**src/rtl/slow_fast_pkg.sv**
```systemverilog
// Shared definitions for the slow-to-fast sample transfer block:
// capture FSM state encoding and default geometry constants.
package slow_fast_pkg;

  localparam int unsigned DW_DEF     = 12;
  localparam int unsigned DEPTH_DEF  = 4;
  localparam int unsigned SETTLE_DEF = 1;

  typedef enum logic [1:0] {
    IDLE = 2'd0,
    WAIT = 2'd1,
    CAPT = 2'd2
  } state_e;

endpackage

```
**src/rtl/sf_fifo.sv**
```systemverilog
// Sample FIFO with registered head output.
// Pointers are one bit wider than the address and wrap modulo 2*DEPTH.
// dout/dout_valid are reloaded from storage one cycle after any pointer
// change, so a sample pushed into an empty FIFO is visible the next cycle.
module sf_fifo #(
  parameter int unsigned DW    = 12,
  parameter int unsigned DEPTH = 4
) (
  input  logic          clk,
  input  logic          rst_n,
  input  logic          push,
  input  logic [DW-1:0] din,
  input  logic          pop,
  output logic [DW-1:0] dout,
  output logic          dout_valid,
  output logic          full,
  output logic          empty
);

  localparam int unsigned AW = $clog2(DEPTH);

  logic [AW:0]   wr_q, wr_d, rd_q, rd_d;
  logic [DW-1:0] mem_q [DEPTH];
  logic [DW-1:0] mem_d [DEPTH];
  logic [DW-1:0] dout_q, dout_d;
  logic          dout_valid_q, dout_valid_d;
  logic          wr_en;

  // Pointer update, storage write and next head-register value
  always_comb begin
    full   = (wr_q[AW] != rd_q[AW]) && (wr_q[AW-1:0] == rd_q[AW-1:0]);
    empty  = (wr_q == rd_q);
    wr_en  = push && (!full || pop);
    rd_d   = rd_q + (AW+1)'(pop);
    wr_d   = wr_q + (AW+1)'(wr_en);
    mem_d  = mem_q;
    if (wr_en) begin
      mem_d[wr_q[AW-1:0]] = din;
    end
    // Head is judged against the write pointer before this cycle's push,
    // which is what gives the one-cycle push-to-visible latency.
    dout_valid_d = (wr_q != rd_d);
    dout_d       = dout_valid_d ? mem_q[rd_d[AW-1:0]] : dout_q;
  end

  // Pointer and head-register state
  always_ff @(posedge clk or negedge rst_n) begin
    if (!rst_n) begin
      wr_q         <= '0;
      rd_q         <= '0;
      dout_q       <= '0;
      dout_valid_q <= 1'b0;
    end else begin
      wr_q         <= wr_d;
      rd_q         <= rd_d;
      dout_q       <= dout_d;
      dout_valid_q <= dout_valid_d;
    end
  end

  // Sample storage (contents are don't-care until written)
  always_ff @(posedge clk) begin
    mem_q <= mem_d;
  end

  assign dout       = dout_q;
  assign dout_valid = dout_valid_q;

endmodule

```
**src/rtl/slow_fast_xfer.sv**
```systemverilog
// Transfers samples launched on slow_clk into the clk domain.
// slow_clk is synchronized and edge-detected, a settle delay is waited,
// then din is pushed into sf_fifo. ovf flags ignored edges and drops.
// Optional: define SLOW_FAST_XFER_DROPCNT_EN to add the drop_cnt output.
module slow_fast_xfer
  import slow_fast_pkg::*;
#(
  parameter int unsigned DW     = DW_DEF,
  parameter int unsigned DEPTH  = DEPTH_DEF,
  parameter int unsigned SETTLE = SETTLE_DEF
) (
  input  logic          clk,
  input  logic          rst_n,
  input  logic          slow_clk,
  input  logic [DW-1:0] din,
  output logic [DW-1:0] dout,
  output logic          dout_valid,
  input  logic          dout_ready,
  output logic          ovf,
  input  logic          ovf_clr
`ifdef SLOW_FAST_XFER_DROPCNT_EN
  ,
  output logic [7:0]    drop_cnt
`endif
);

  localparam logic [2:0] SETTLE_M1 = 3'(SETTLE) - 3'd1;

  state_e     state_q, state_d;
  logic [2:0] cnt_q, cnt_d;
  logic       sync1_q, sync1_d, sync2_q, sync2_d, hist_q, hist_d;
  logic       ovf_q, ovf_d;
  logic       edge_p, busy_hit, push, pop, drop, ovf_event;
  logic       fifo_full, fifo_empty;

  // Synchronizer, edge detect, capture FSM and sticky error flag
  always_comb begin
    sync1_d  = slow_clk;
    sync2_d  = sync1_q;
    hist_d   = sync2_q;
    edge_p   = sync2_q && !hist_q;
    state_d  = state_q;
    cnt_d    = cnt_q;
    push     = 1'b0;
    busy_hit = 1'b0;
    // The FIFO write happens on the edge that enters CAPT, so the sample
    // lands SETTLE edges after the edge pulse is acted on; CAPT itself is
    // the one-cycle recovery slot before IDLE.
    unique case (state_q)
      IDLE: begin
        if (edge_p) begin
          if (SETTLE == 0) begin
            state_d = CAPT;
            push    = 1'b1;
          end else begin
            state_d = WAIT;
            cnt_d   = SETTLE_M1;
          end
        end
      end
      WAIT: begin
        busy_hit = edge_p;
        if (cnt_q == 3'd0) begin
          state_d = CAPT;
          push    = 1'b1;
        end else begin
          cnt_d = cnt_q - 3'd1;
        end
      end
      CAPT: begin
        busy_hit = edge_p;
        state_d  = IDLE;
      end
      default: state_d = IDLE;
    endcase
    pop       = dout_valid && dout_ready && !fifo_empty;
    drop      = push && fifo_full && !pop;
    ovf_event = busy_hit || drop;
    ovf_d     = ovf_event || (ovf_q && !ovf_clr);
  end

  // Control state; synchronizer resets high so a high slow_clk is not an edge
  always_ff @(posedge clk or negedge rst_n) begin
    if (!rst_n) begin
      sync1_q <= 1'b1;
      sync2_q <= 1'b1;
      hist_q  <= 1'b1;
      state_q <= IDLE;
      cnt_q   <= '0;
      ovf_q   <= 1'b0;
    end else begin
      sync1_q <= sync1_d;
      sync2_q <= sync2_d;
      hist_q  <= hist_d;
      state_q <= state_d;
      cnt_q   <= cnt_d;
      ovf_q   <= ovf_d;
    end
  end

  sf_fifo #(
    .DW    (DW),
    .DEPTH (DEPTH)
  ) u_fifo (
    .clk        (clk),
    .rst_n      (rst_n),
    .push       (push),
    .din        (din),
    .pop        (pop),
    .dout       (dout),
    .dout_valid (dout_valid),
    .full       (fifo_full),
    .empty      (fifo_empty)
  );

  assign ovf = ovf_q;

`ifdef SLOW_FAST_XFER_DROPCNT_EN
  logic [7:0] drop_cnt_q, drop_cnt_d;

  // Saturating count of error events; a same-cycle event beats the clear
  always_comb begin
    drop_cnt_d = drop_cnt_q;
    if (ovf_event) begin
      if (ovf_clr) begin
        drop_cnt_d = 8'd1;
      end else if (drop_cnt_q != '1) begin
        drop_cnt_d = drop_cnt_q + 8'd1;
      end
    end else if (ovf_clr) begin
      drop_cnt_d = '0;
    end
  end

  // Drop counter register
  always_ff @(posedge clk or negedge rst_n) begin
    if (!rst_n) begin
      drop_cnt_q <= '0;
    end else begin
      drop_cnt_q <= drop_cnt_d;
    end
  end

  assign drop_cnt = drop_cnt_q;
`endif

endmodule

```
**config.mk**
```make
export PLATFORM = sky130hd
export DESIGN_NAME = slow_fast_xfer
export DESIGN_NICKNAME = d
export VERILOG_FILES = /design/src/rtl/slow_fast_pkg.sv /design/src/rtl/sf_fifo.sv /design/src/rtl/slow_fast_xfer.sv
export SDC_FILE = /design/constraint.sdc
export NUM_CORES = 1
export LEC_CHECK = 0
export CAP_MARGIN = 0
export CORE_UTILIZATION = 45
export CTS_CLUSTER_DIAMETER = 80
export DETAILED_ROUTE_END_ITERATION = 6
export DONT_BUFFER_PORTS = 1
export PLACE_DENSITY = 0.66
export SETUP_SLACK_MARGIN = 0.02
export SYNTH_ARGS = -nofsm -noshare
export SYNTH_HDL_FRONTEND = slang
export SYNTH_SLANG_ARGS = --single-unit
```
**constraint.sdc**
```tcl
create_clock -name clk -period 8.21 [get_ports clk]
set_input_delay 1.2315 -clock clk [delete_from_list [all_inputs] [get_ports clk]]
set_output_delay 1.2315 -clock clk [all_outputs]
set_load 0.03 [all_outputs]
```
==> results of run 1 <==
[worst min-delay path by stage]
| stage | to | slack [ns] | depth (start not counted) |
|---|---|---|---|
| 2_1_floorplan | hist_d | 0.35 | 0 |
| 3_3_place_gp | hist_d | 0.35 | 0 |
| 3_5_place_dp | hist_d | 0.35 | 0 |
| 4_1_cts | hist_d | 0.36 | 0 |
| 5_1_grt | hist_d | 0.37 | 0 |
| 6_report | hist_d | 0.36 | 0 |
[cell families (layout without fill, tap and decap cells)]
family | count (synthesis) | after routing | share of synthesized area
adder cells (fa/ha/maj) | 9 | 9 | 0.0366
XOR/XNOR | 8 | 8 | 0.0252
flip-flops | 76 | 76 | 0.697
buffers and inverters | 9 | 22 | 0.0187
AND/OR/NAND/NOR | 19 | 19 | 0.0337
AO/OA/AOI/OAI | 12 | 12 | 0.0305
multiplexers | 25 | 25 | 0.158
[through the flow]
step,util,worst slack [ns]
2_1_floorplan,-,5.19
3_3_place_gp,0.484,4.80
3_5_place_dp,0.484,4.71
4_1_cts,0.511,5.08
5_1_grt,0.511,4.92
6_report,0.511,5.09
[final cells by class]
type	instances	area share
flip-flops and latches	76	0.646
clock buffers	10	0.0384
well taps	77	0.0290
clock inverters	6	0.0147
multi-input cells	73	0.265
inverters	6	0.00678
[metal layers]
metal,vias to the layer above,track usage,part of all wire
li1,631,-,-
met1,688,0.163,0.41
met2,34,0.255,0.52
met3,5,0.0777,0.065
met4,0,0.0462,0.0099
met5,-,0,0
[worst max-delay path: cells and delay by family]
family / cells / cell delay, ns
AO/OA/AOI/OAI: 1 / 0.18
XOR/XNOR: 1 / 0.20
adder cells (fa/ha/maj): 2 / 0.82
multiplexers: 1 / 0.43
AND/OR/NAND/NOR: 2 / 0.48
[state kept, by name (all words and copies together) (netlist names)]
| register | flops |
|---|---|
| ovf | 1 |
| sync1_q | 1 |
| cnt_q | 3 |
| u_fifo.wr_q | 3 |
| state_q | 2 |
| u_fifo.rd_q | 3 |
| hist_d | 1 |
| u_fifo.mem_q | 48 |
| u_fifo.dout | 12 |
| u_fifo.dout_valid | 1 |
| hist_q | 1 |
[cell usage after synthesis, types with 2 or more instances]
master	count
nor2_1	2
o31ai_1	2
o21ai_0	2
dfrtp_1	25
mux2_2	4
dfstp_2	3
nand2_1	7
xor2_1	2
mux4_2	2
ha_1	9
nand2b_1	2
a22o_1	3
inv_1	6
mux2_4	9
mux4_1	10
xnor2_1	5
edfxtp_1	48
[report_power, final]
| part | internal, mW | switching (mW) |
|---|---|---|
| registers | 0.511 | 0.128 |
| clock network | 0.112 | 0.137 |
| logic | 0.290 | 0.215 |
| total | 0.913 | 0.480 |
==> flow_metrics.tcl, run 1 <==
set metrics [dict create \
    regArea_sq_mm 0.00215 \
    drtIter0Drc 62 \
    crit_path_start_kind "input port" \
    netlist_instances 158 \
    via_count 1358 \
    areaGrowthSynthToFinish_pct 7.88 \
    wl_per_cell_um 19.1 \
    peakVddDrop_uv 185 \
    ctsHtreeMaxLevel 3 \
    placed_cells 232 \
    syn_nets 184 \
    cts_root_buf "clkbuf_8" \
    setup_tns_ns 0 \
    reg2reg_to "u_fifo.dout[4]" \
    p_total_mw 1.39 \
    clock_path_buffers 2 \
    die_x_um 84.7 \
    p_leak_nw 1.24 \
    routed_wl_mm 4.74 \
    layout-drive-gt1-share 0.222 \
    hold_class "register to register" \
    cp_cell_sequence "nand2_1, o21ba_2, ha_1, ha_1, xnor2_1, nand3_2, mux2_4" \
    multi_input_area_sq_um 881 \
    fin_cells 248 \
    synth_top_area_frac 0.468 \
    fillers 529 \
    cp_slowest_cell "ha_1" \
    outcome "finished with violations" \
    setup_viol 0 \
    synth-edff-count 48 \
    yosysWarningCount 0 \
    finalMaxSlewViolations 0 \
    path_class "input port to register" \
    layout_commonest_cell "edfxtp_1" \
    r2r_start "u_fifo.wr_q[1]" \
    antennaDiodeCount 0 \
    grt_pass1_wl_mm 7.64 \
    worst_pin_slew_ns 1.19 \
    placed_area_sq_mm 0.00315 \
    mostFrequentLayoutCells "48 x edfxtp_1, 25 x dfrtp_1, 10 x mux4_1" \
    hpwlAfterDp_mm 3.12 \
    avgViaCountPerCell 5.48 \
    place.gp.congestion 0.686 \
    finalHoldViolations 0 \
    violations "DRC" \
    worstPathRequired_ns 8.43 \
    post_cts_resized 0 \
    endpoint "u_fifo.dout[4]" \
    post-route-drc-count 4 \
    synth_top_area_cell "edfxtp_1" \
    fin_crit_sh 0.380 \
    clock_skew_ns 0.00852 \
    p_per_area_mw_per_mm2 419 \
    io_buffer_count 0 \
    holdWs_ns 0.361 \
    start_util 0.474 \
    maxSlewHeadroom 0.205 \
    clkLatencyLatePin_ns 0.34 \
    r2r_slack_ns 5.17 \
    cts_buffers 9 \
    nNetsFinal 192 \
    period_minus_slack_ns 3.12 \
    rsz0062_at_grt "no" \
    coreArea_sq_mm 0.00649 \
    hp-start "sync1_q" \
    rows 29 \
    grt_util_all_layers 0.150 \
    grt_overflow 0 \
    antenna_left 0 \
    fin_area_sq_mm 0.00332 \
    cts_setup_buffers 0 \
    syn_avg_cell_area_sq_um 19.5 \
    antenna_found_initial 0 \
    cp_common_cell "ha_1" \
    drv_cap 0 \
    ys_types 34 \
    worst_setup_path_end_kind "register" \
    synthTopCellsByArea "edfxtp_1 47%, dfrtp_1 20%, mux4_1 8.5%" \
    worstPathArrival_ns 3.34 \
    die_y_um 84.7 \
    grt_pass1_vias 1476 \
    critPathMaxFanout 14 \
    grt_max_degree 29 \
    ctsHoldBuffers 0 \
    max_stage_delay_ns 0.65 \
    dr.pass1.iters 7 \
    synth-async-reset-ratio 0.368 \
    cts.sink_count 76 \
    netlist_area_sq_mm 0.00308 \
    io-pin-count 31 \
    ys.flop_type "edfxtp_1" \
    yosysSeqAreaShare 0.697 \
    cts_tree "built" \
    ys_ff_latch 76 \
    fmax_mhz 321 \
    die_area_sq_mm 0.00718 \
    path_clk_slew_ns 0.07 \
    crit_start "dout_ready" \
    r2r_cells 8 \
]
Power figures use the tool's default switching activity.
==> run 2, diff against run 1 <==
--- a/config.mk
+++ b/config.mk
@@ -10,7 +10,7 @@
 export CTS_CLUSTER_DIAMETER = 80
 export DETAILED_ROUTE_END_ITERATION = 6
 export DONT_BUFFER_PORTS = 1
-export PLACE_DENSITY = 0.66
+export PLACE_DENSITY = 0.68
 export SETUP_SLACK_MARGIN = 0.02
 export SYNTH_ARGS = -nofsm -noshare
 export SYNTH_HDL_FRONTEND = slang
==> constraint.sdc (replaced) <==
create_clock -name clk -period 2.85 [get_ports clk]
set_input_delay 0.4275 -clock clk [delete_from_list [all_inputs] [get_ports clk]]
set_output_delay 0.4275 -clock clk [all_outputs]
set_load 0.03 [all_outputs]
==> run 2 against run 1 <==
Effect of this change: clock skew decreased by 0.0020 ns; routed wire length rose by 2.4%; critical endpoint is now u_fifo.dout[9]; setup slack worse by 4.8 ns; largest power group unchanged; global-route usage is 0.69 points higher; sequential power rose to 2.9 times the previous value; the flow now finishes without violations; die area is the same; cell area grew 4.0%; core utilization rose by 2.1 points; combinational power rose to 3.3 times the previous value.
==> flow_metrics.tcl, run 2 (synthesized netlist as in run 1, its figures left out) <==
set metrics [dict create \
    setup_ws_ns 0.282 \
    start_util 0.474 \
    worstPathArrival_ns 2.80 \
    worst_pin_slew_ns 0.411 \
    clock_skew_ns 0.00654 \
    grt_pass1_wl_mm 8.05 \
    drtIter0Drc 58 \
    setup_tns_ns 0 \
    fin_area_sq_mm 0.00346 \
    hp-start "slow_clk" \
    worst_setup_path_end_kind "register" \
    top_register "u_fifo.mem_q" \
    cts_buffers 9 \
    largest_reg_flops 48 \
    antenna_left 0 \
    post-route-drc-count 0 \
    layout-drive-gt1-share 0.264 \
    hold_class "input port to register" \
    antennaDiodeCount 0 \
    p_leak_nw 1.32 \
    maxSlewHeadroom 0.722 \
    finalHoldViolations 0 \
    areaGrowthSynthToFinish_pct 12.2 \
    fmax_mhz 389 \
    die_y_um 84.7 \
    coreArea_sq_mm 0.00649 \
    r2r_slack_ns 0.28 \
    grt_pass1_vias 1545 \
    placed_area_sq_mm 0.00323 \
    grt_overflow 0 \
    peakVddDrop_uv 462 \
    outcome "completed" \
    path_clk_slew_ns 0.08 \
    grt_util_all_layers 0.157 \
    nNetsFinal 203 \
    pre_cts_slack_ns 0.277 \
    post_cts_resized 0 \
    cts_tree "built" \
    hold_end "sync1_q" \
    clock_path_buffers 2 \
    io_buffer_count 0 \
    io-pin-count 31 \
    path_class "register to register" \
    dr.pass1.iters 6 \
    antenna_found_initial 0 \
    critPathMaxFanout 9 \
    fin_util 0.532 \
    cts_root_buf "clkbuf_8" \
    rsz0062_at_grt "no" \
    period_minus_slack_ns 2.57 \
    crit_path_start_kind "register" \
    hpwlAfterDp_mm 3.17 \
    r2r_start "u_fifo.wr_q[1]" \
    grt_max_degree 29 \
    cts_setup_buffers 0 \
    finalMaxSlewViolations 0 \
    die_x_um 84.7 \
    wl_per_cell_um 18.7 \
    avgViaCountPerCell 5.51 \
    r2r_cells 9 \
    routed_wl_mm 4.85 \
    place.gp.congestion 0.742 \
    clkLatencyLatePin_ns 0.34 \
    setup_viol 0 \
    worstPathRequired_ns 3.08 \
    cts.sink_count 76 \
    reg2reg_to "u_fifo.dout[9]" \
    die_area_sq_mm 0.00718 \
    layout_commonest_cell "edfxtp_1" \
    p_per_area_mw_per_mm2 1240 \
    ctsHtreeMaxLevel 3 \
    fin_crit_sh 0.901 \
    drv_cap 0 \
    rows 29 \
    via_count 1427 \
    holdPathStages 0 \
    mostFrequentLayoutCells "48 x edfxtp_1, 25 x dfrtp_1, 10 x mux4_1" \
]
## run 2: changes by cell type in the layout (fill, tap and decap cells not counted)
cell / before / now
buf_4: 0 / 8
dlygate4sd3_1: 0 / 1
buf_12: 0 / 2
clkinvlp_4: 3 / 1
bufinv_16: 0 / 1
clkinv_4: 1 / 2
## run 2: stage by stage
stage | hold WS, ns | std cells | total power, mW
after global placement | 0.133 | 241 | 3.44
final | 0.0755 | 259 | 4.27
after floorplan | 0.132 | 158 | 3.15
after CTS | 0.0571 | 259 | 4.34
after global routing | 0.0525 | 259 | 4.52
after detailed placement | 0.133 | 241 | 3.50
## run 2: worst max-delay path by stage
stage	start	to	slack (ns)
2_1_floorplan	cnt_q[0]	u_fifo.mem_q[36]	0.27
3_3_place_gp	u_fifo.wr_q[1]	u_fifo.dout[5]	0.37
3_5_place_dp	u_fifo.wr_q[1]	u_fifo.dout[9]	0.28
4_1_cts	u_fifo.wr_q[1]	u_fifo.dout[9]	0.26
5_1_grt	u_fifo.wr_q[0]	u_fifo.dout[5]	0.11
6_report	u_fifo.wr_q[1]	u_fifo.dout[9]	0.28
## run 2: metal layers
metal  GRT usage  share of wire  up-vias
met5           0              0        -
met4      0.0786          0.027        0
met3      0.0698          0.069       15
met2       0.245           0.50       44
met1       0.185           0.41      715
li1            -              -      653
## run 2: worst max-delay path, stage by stage, from the launching register on
cell     delay [ns]
dfrtp_1        0.47
xnor2_1        0.28
nand2_1        0.09
o21ba_2        0.22
ha_1           0.30
buf_4          0.18
xnor2_1        0.18
nand3_2        0.22
buf_12         0.22
mux2_4         0.29
## run 2: area by class of cell
type,instances,area (sq um)
clock buffers,10,128
clock inverters,6,72.6
fillers,495,3040
inverters,6,22.5
multi-input cells,73,881
flip-flops and latches,76,2150
well taps,77,96.3
repair buffers,11,110
## run 2: repair_timing
item / 4_1_cts / 5_1_grt
hold endpoints to repair: 28 / 0
hold buffers: 2 / 0
endpoints found under the setup margin: 0 / 0
## run 2: power breakdown
part | switching (mW) | total (mW) | internal, mW
sequential | 0.359 | 1.83 | 1.47
combinational | 0.683 | 1.64 | 0.953
clock | 0.398 | 0.811 | 0.414
total | 1.44 | 4.27 | 2.83
